==> src/rtl/branch_resolution_unit_if.sv <==
// Bundle between the execute stage, the branch resolution unit, and its ROB/RS/fetch consumers.
// The slave modport is the resolution unit's view; master is the surrounding pipeline's.
interface branch_resolution_unit_if #(
  parameter int unsigned DATA_WIDTH = 32,
  parameter int unsigned ROB_IDX_W  = 5
) ();
  logic [2:0]              fu_valid;
  logic [2:0]              fu_mispredict;
  logic [2:0]              fu_update_predictor;
  logic [3*DATA_WIDTH-1:0] fu_correct_pc;
  logic [3*DATA_WIDTH-1:0] fu_update_pc;
  logic [3*ROB_IDX_W-1:0]  fu_rob_idx;
  logic [ROB_IDX_W-1:0]    rob_head;
  logic                    redirect_ack;

  logic                    redirect_valid;
  logic [DATA_WIDTH-1:0]   redirect_pc;
  logic                    flush_valid;
  logic [ROB_IDX_W-1:0]    flush_rob_idx;
  logic [2:0]              pred_update_valid;
  logic [3*DATA_WIDTH-1:0] pred_update_pc;
  logic [2:0]              pred_update_mispredict;

  modport slave (
    input  fu_valid, fu_mispredict, fu_update_predictor, fu_correct_pc, fu_update_pc,
           fu_rob_idx, rob_head, redirect_ack,
    output redirect_valid, redirect_pc, flush_valid, flush_rob_idx, pred_update_valid,
           pred_update_pc, pred_update_mispredict
  );

  modport master (
    output fu_valid, fu_mispredict, fu_update_predictor, fu_correct_pc, fu_update_pc,
           fu_rob_idx, rob_head, redirect_ack,
    input  redirect_valid, redirect_pc, flush_valid, flush_rob_idx, pred_update_valid,
           pred_update_pc, pred_update_mispredict
  );
endinterface

==> src/rtl/branch_resolution_unit.sv <==
// Picks the oldest mispredicting branch of three FUs by ROB age and holds one flush/redirect
// request until fetch acknowledges it; squashes predictor updates younger than a pending flush.
module branch_resolution_unit #(
  parameter int unsigned DATA_WIDTH = 32,
  parameter int unsigned ROB_IDX_W  = 5
) (
  input logic                      clk,
  input logic                      rst,
  branch_resolution_unit_if.slave  bus
);

  typedef enum logic [0:0] {StIdle, StRedirect} state_e;

  state_e                state_q;
  logic [ROB_IDX_W-1:0]  age [3];
  logic [ROB_IDX_W-1:0]  held_age;
  logic [ROB_IDX_W-1:0]  best_age;
  logic                  pending;
  logic                  any_cand;
  logic [2:0]            squashed;
  logic [2:0]            cand;
  logic [DATA_WIDTH-1:0] sel_pc;
  logic [ROB_IDX_W-1:0]  sel_idx;

  always_comb begin
    held_age = bus.flush_rob_idx - bus.rob_head;
    pending  = (state_q == StRedirect) || bus.flush_valid;
    best_age = '1;
    any_cand = 1'b0;
    squashed = '0;
    cand     = '0;
    sel_pc   = '0;
    sel_idx  = '0;
    for (int i = 0; i < 3; i++) begin
      age[i]      = bus.fu_rob_idx[i*ROB_IDX_W +: ROB_IDX_W] - bus.rob_head;
      squashed[i] = pending && (age[i] >= held_age);
      cand[i]     = bus.fu_valid[i] && bus.fu_mispredict[i] && !squashed[i];
      // Strict compare: on an (illegal) age tie the lower FU index keeps the slot.
      if (cand[i] && (!any_cand || (age[i] < best_age))) begin
        any_cand = 1'b1;
        best_age = age[i];
        sel_pc   = {bus.fu_correct_pc[i*DATA_WIDTH+2 +: DATA_WIDTH-2], 2'b00};
        sel_idx  = bus.fu_rob_idx[i*ROB_IDX_W +: ROB_IDX_W];
      end
    end
  end

  always_ff @(posedge clk) begin
    if (rst) begin
      state_q                    <= StIdle;
      bus.redirect_valid         <= 1'b0;
      bus.redirect_pc            <= '0;
      bus.flush_valid            <= 1'b0;
      bus.flush_rob_idx          <= '0;
      bus.pred_update_valid      <= '0;
      bus.pred_update_pc         <= '0;
      bus.pred_update_mispredict <= '0;
    end else begin
      bus.pred_update_valid      <= bus.fu_valid & bus.fu_update_predictor & ~squashed;
      bus.pred_update_pc         <= bus.fu_update_pc;
      bus.pred_update_mispredict <= bus.fu_mispredict;
      bus.flush_valid            <= 1'b0;
      unique case (state_q)
        StIdle: begin
          if (any_cand) begin
            state_q            <= StRedirect;
            bus.redirect_valid <= 1'b1;
            bus.redirect_pc    <= sel_pc;
            bus.flush_rob_idx  <= sel_idx;
            bus.flush_valid    <= 1'b1;
          end
        end
        StRedirect: begin
          // Any surviving candidate here is older than the held one, so it replaces it even
          // when fetch acks the old request in the same cycle.
          if (any_cand) begin
            bus.redirect_pc   <= sel_pc;
            bus.flush_rob_idx <= sel_idx;
            bus.flush_valid   <= 1'b1;
          end else if (bus.redirect_ack) begin
            state_q            <= StIdle;
            bus.redirect_valid <= 1'b0;
          end
        end
      endcase
    end
  end

endmodule

==> src/flat_wrapper.sv <==
// flat-port wrapper written by rule: the top's interface ports become plain ports
module branch_resolution_unit_flat 
#(
  parameter int unsigned DATA_WIDTH = 32,
  parameter int unsigned ROB_IDX_W  = 5
)
  (clk, rst, bus_fu_valid, bus_fu_mispredict, bus_fu_update_predictor, bus_fu_correct_pc, bus_fu_update_pc, bus_fu_rob_idx, bus_rob_head, bus_redirect_ack, bus_redirect_valid, bus_redirect_pc, bus_flush_valid, bus_flush_rob_idx, bus_pred_update_valid, bus_pred_update_pc, bus_pred_update_mispredict);
  branch_resolution_unit_if #(.DATA_WIDTH(DATA_WIDTH), .ROB_IDX_W(ROB_IDX_W)) bus_i ();
  input logic clk;
  input logic rst;
  input wire logic [$bits(bus_i.fu_valid)-1:0] bus_fu_valid;
  input wire logic [$bits(bus_i.fu_mispredict)-1:0] bus_fu_mispredict;
  input wire logic [$bits(bus_i.fu_update_predictor)-1:0] bus_fu_update_predictor;
  input wire logic [$bits(bus_i.fu_correct_pc)-1:0] bus_fu_correct_pc;
  input wire logic [$bits(bus_i.fu_update_pc)-1:0] bus_fu_update_pc;
  input wire logic [$bits(bus_i.fu_rob_idx)-1:0] bus_fu_rob_idx;
  input wire logic [$bits(bus_i.rob_head)-1:0] bus_rob_head;
  input wire logic [$bits(bus_i.redirect_ack)-1:0] bus_redirect_ack;
  output wire logic [$bits(bus_i.redirect_valid)-1:0] bus_redirect_valid;
  output wire logic [$bits(bus_i.redirect_pc)-1:0] bus_redirect_pc;
  output wire logic [$bits(bus_i.flush_valid)-1:0] bus_flush_valid;
  output wire logic [$bits(bus_i.flush_rob_idx)-1:0] bus_flush_rob_idx;
  output wire logic [$bits(bus_i.pred_update_valid)-1:0] bus_pred_update_valid;
  output wire logic [$bits(bus_i.pred_update_pc)-1:0] bus_pred_update_pc;
  output wire logic [$bits(bus_i.pred_update_mispredict)-1:0] bus_pred_update_mispredict;
  assign bus_i.fu_valid = bus_fu_valid;
  assign bus_i.fu_mispredict = bus_fu_mispredict;
  assign bus_i.fu_update_predictor = bus_fu_update_predictor;
  assign bus_i.fu_correct_pc = bus_fu_correct_pc;
  assign bus_i.fu_update_pc = bus_fu_update_pc;
  assign bus_i.fu_rob_idx = bus_fu_rob_idx;
  assign bus_i.rob_head = bus_rob_head;
  assign bus_i.redirect_ack = bus_redirect_ack;
  assign bus_redirect_valid = bus_i.redirect_valid;
  assign bus_redirect_pc = bus_i.redirect_pc;
  assign bus_flush_valid = bus_i.flush_valid;
  assign bus_flush_rob_idx = bus_i.flush_rob_idx;
  assign bus_pred_update_valid = bus_i.pred_update_valid;
  assign bus_pred_update_pc = bus_i.pred_update_pc;
  assign bus_pred_update_mispredict = bus_i.pred_update_mispredict;
  branch_resolution_unit #(.DATA_WIDTH(DATA_WIDTH), .ROB_IDX_W(ROB_IDX_W)) u_core (.clk(clk), .rst(rst), .bus(bus_i));
endmodule
==> config.mk <==
export PLATFORM = sky130hd
export DESIGN_NAME = branch_resolution_unit_flat
export DESIGN_NICKNAME = d
export VERILOG_FILES = /design/src/rtl/branch_resolution_unit_if.sv /design/src/rtl/branch_resolution_unit.sv /design/src/flat_wrapper.sv
export SDC_FILE = /design/constraint.sdc
export NUM_CORES = 1
export LEC_CHECK = 0
export CAP_MARGIN = 20
export CELL_PAD_IN_SITES_DETAIL_PLACEMENT = 0
export CELL_PAD_IN_SITES_GLOBAL_PLACEMENT = 1
export CORE_AREA = 2 2 207 107
export CTS_CLUSTER_SIZE = 30
export DETAILED_ROUTE_END_ITERATION = 10
export DIE_AREA = 0 0 209 109
export PLACE_DENSITY_LB_ADDON = 0.1
export SLEW_MARGIN = 0
export SYNTH_ARGS = -nofsm -noshare
export SYNTH_HDL_FRONTEND = slang
export SYNTH_SLANG_ARGS = --single-unit
==> constraint.sdc <==
create_clock -name clk -period 8.94 [get_ports clk]
set_input_delay 0.894 -clock clk [delete_from_list [all_inputs] [get_ports clk]]
set_output_delay 0.894 -clock clk [all_outputs]
set_load 0.02 [all_outputs]
==> results_dict.tcl <==
set metrics [dict create \
    leakage_nw 4.145 \
    drtIter0Drc 230 \
    post-route-period-util_pct 79.68 \
    ctsResizeCount 0 \
    slew_violations 0 \
    avgSynthCellArea_um2 9.852 \
    syn2layout_area_growth_pct 72.50 \
    grt_overflow 0 \
    dieArea_mm2 0.02278 \
    root_buffer "clkbuf_16" \
    antennaDiodeCount 0 \
    hold_class "reg2reg" \
    syn_inst 611 \
    finClkSkew_ns 0.01526 \
    critical_path_required_ns 9.28 \
    die_h_um 109 \
    dominantRegCellSynth "dfxtp_1" \
    dp_hpwl_um 17460 \
    ios 365 \
    setup_violations 0 \
    grt_pass1_vias 5676 \
    cts_hold_buf 0 \
    clockBufferDepth 2 \
    dpl.cell_count 1215 \
    cp-start-kind "input port" \
    globalplace.congestion 0.8227 \
    synth-warning-count 0 \
    clk_latency_ns 0.41 \
    whs_ns 0.5074 \
    setup.worst_path.class "in2reg" \
    initial_core_util_pct 28.45 \
    relSlewSlack_pct 24.32 \
    tns_ns 0 \
    final_util_pct 49.08 \
    synthMostInstantiatedCell "dfxtp_1" \
    ys_top_cells_by_area "dfxtp_1, nor2b_1, ha_1, a21oi_1, or4_1" \
    cap_violations 0 \
    viasPerCell 4.566 \
    cts_tree "yes" \
    max_freq_mhz 140.4 \
    clk_pin_slew_ns 0.06 \
    cp.arrival_ns 7.46 \
    antenna_found_initial 3 \
    worstMarginPinSlew_ns 1.131 \
    synth_area_mm2 0.006020 \
    cp_max_fo 44 \
    core.rowCount 38 \
    vias 5698 \
    core_mm2 0.02116 \
    synth_edf_count 0 \
    rsz0062_at_grt "false" \
    grt_max_degree 107 \
    cp-end-kind "register" \
    setup_ws_ns 1.817 \
    drc 0 \
    port-buffer-count 356 \
    totalWireLength_um 22390 \
    wl_per_cell_um 17.94 \
    ys_async_sr_fraction_pct 0 \
    cts.sinks 140 \
    die_w_um 209 \
    pre_cts_ws_ns 1.386 \
    fin_crit_ns 7.123 \
    cts_setup_buffers 0 \
    hold_viol 0 \
    yosysUniqueCellTypes 50 \
    ir_drop_mv 0.1412 \
    yosys.area.top_type "dfxtp_1" \
    ys_seq_elements 140 \
    grt_pass1_wl_um 32910 \
    final_cells 1248 \
    numCtsBuffers 17 \
    gr-usage-all-layers_pct 19.09 \
    firstDrtPassIters 5 \
    cts.htree.levels 4 \
    power_density_mw_per_mm2 271.2 \
    status "finished, final reports clean" \
    synth_top_area_share_pct 46.56 \
    antenna_left 0 \
    nNetsFinal 1222 \
    ys_seq_area_share_pct 46.56 \
    synthTopCellsByCount "dfxtp_1, nor2b_1, ha_1" \
    drive_above_1_share_pct 6.302 \
]
[kinds of logic (layout without fill, tap and decap cells)]
family / after synthesis / after routing / synth area share (%)
buf+inv: 66 / 422 / 4.739
mux: 1 / 1 / 0.1663
flops: 140 / 140 / 46.56
other cells: 1 / 2 / 0.06230
fa+ha+maj: 43 / 43 / 9.437
simple gates: 186 / 186 / 18.42
xor+xnor: 16 / 16 / 2.328
compound gates: 158 / 158 / 18.29
[per-layer routing]
layer / wire length [µm] / global-route usage, % / up-vias
met5: 49 / 0 / -
met4: 143 / 5.000 / 6
met3: 1373 / 5.991 / 17
met2: 10550 / 30.64 / 181
met1: 10280 / 25.02 / 2676
li1: - / - / 2818
[critical path, cell delays in order]
cell	delay, ns
clkdlybuf4s50_1	0.55
ha_1	0.22
inv_1	0.08
fa_1	0.40
a21o_1	0.18
a21oi_1	0.18
xnor2_1	0.17
ha_1	0.33
a21oi_1	0.08
and3_1	0.20
a21oi_2	0.50
nor2_1	0.14
ha_1	0.32
nand2_1	0.05
o21ai_0	0.21
a31oi_2	0.22
o21ai_2	0.52
o21ai_0	0.20
ha_1	0.32
and4_1	0.28
nand2_1	0.08
a211oi_2	0.26
nor4_4	0.06
buf_4	0.26
or4_1	0.57
a21oi_1	0.14
[state kept, by name, indices dropped and copies added (netlist names)]
register / cells
u_core.state_q: 1
u_core.bus.redirect_valid: 1
u_core.bus.flush_valid: 1
u_core.bus.pred_update_pc: 96
u_core.bus.flush_rob_idx: 5
u_core.bus.pred_update_valid: 3
u_core.bus.redirect_pc: 30
u_core.bus.pred_update_mispredict: 3
[worst paths after layout]
kind / start / to / slack [ns] / cells after the start
max reg2reg: u_core.bus.flush_rob_idx[0] / u_core.bus.redirect_pc[2] / 2.51 / 26
max: bus_rob_head[0] / u_core.bus.redirect_pc[2] / 1.82 / 26
min: u_core.bus.redirect_valid / u_core.bus.redirect_valid / 0.51 / 2
min reg2reg: u_core.bus.redirect_valid / u_core.bus.redirect_valid / 0.51 / 2
[area by class of cell]
class	instances	area, µm²
Multi-Input combinational cell	406	2942
Sequential cell	140	2803
Clock buffer	20	446.7
Tap cell	280	350.3
Inverter	28	105.1
Fill cell	1935	10770
Timing Repair Buffer	362	3626
Clock inverter	12	111.4
[cells in the final DEF (no fill, tap or decap), drive strengths merged, types with 2 or more instances in the layout]
master | netlist | final
or4 | 21 | 21
o21bai | 13 | 13
a31oi | 2 | 2
a221oi | 14 | 14
dfxtp | 140 | 140
o21ai | 32 | 32
nor4bb | 2 | 2
a211oi | 4 | 4
clkbuf | 26 | 20
a21o | 12 | 12
a22oi | 13 | 13
clkinv | 0 | 4
nand2 | 16 | 16
nor2 | 31 | 31
clkinvlp | 0 | 3
conb | 1 | 2
nand2b | 3 | 3
ha | 39 | 39
inv | 28 | 32
and2 | 2 | 2
fa | 4 | 4
clkdlybuf4s50 | 0 | 355
buf | 12 | 7
or2 | 3 | 3
nor2b | 102 | 102
a21oi | 39 | 39
xnor2 | 11 | 11
o22ai | 22 | 22
nand3 | 2 | 2
xor2 | 5 | 5
[power breakdown]
group / internal (mW) / switching (mW) / leakage [nW]
clock network: 0.393 / 0.283 / 0.268
logic: 0.592 / 0.779 / 2.71
registers: 0.720 / 0.0501 / 1.17
total: 1.70 / 1.11 / 4.14
[through the flow]
stage	total power, mW	instance area [µm²]
2_1_floorplan	1.654	6023
3_3_place_gp	2.114	9798
3_5_place_dp	2.152	9798
4_1_cts	2.843	10360
5_1_grt	3.005	10380
6_report	2.816	10380
Note: power is estimated with default switching activity, not from simulation.
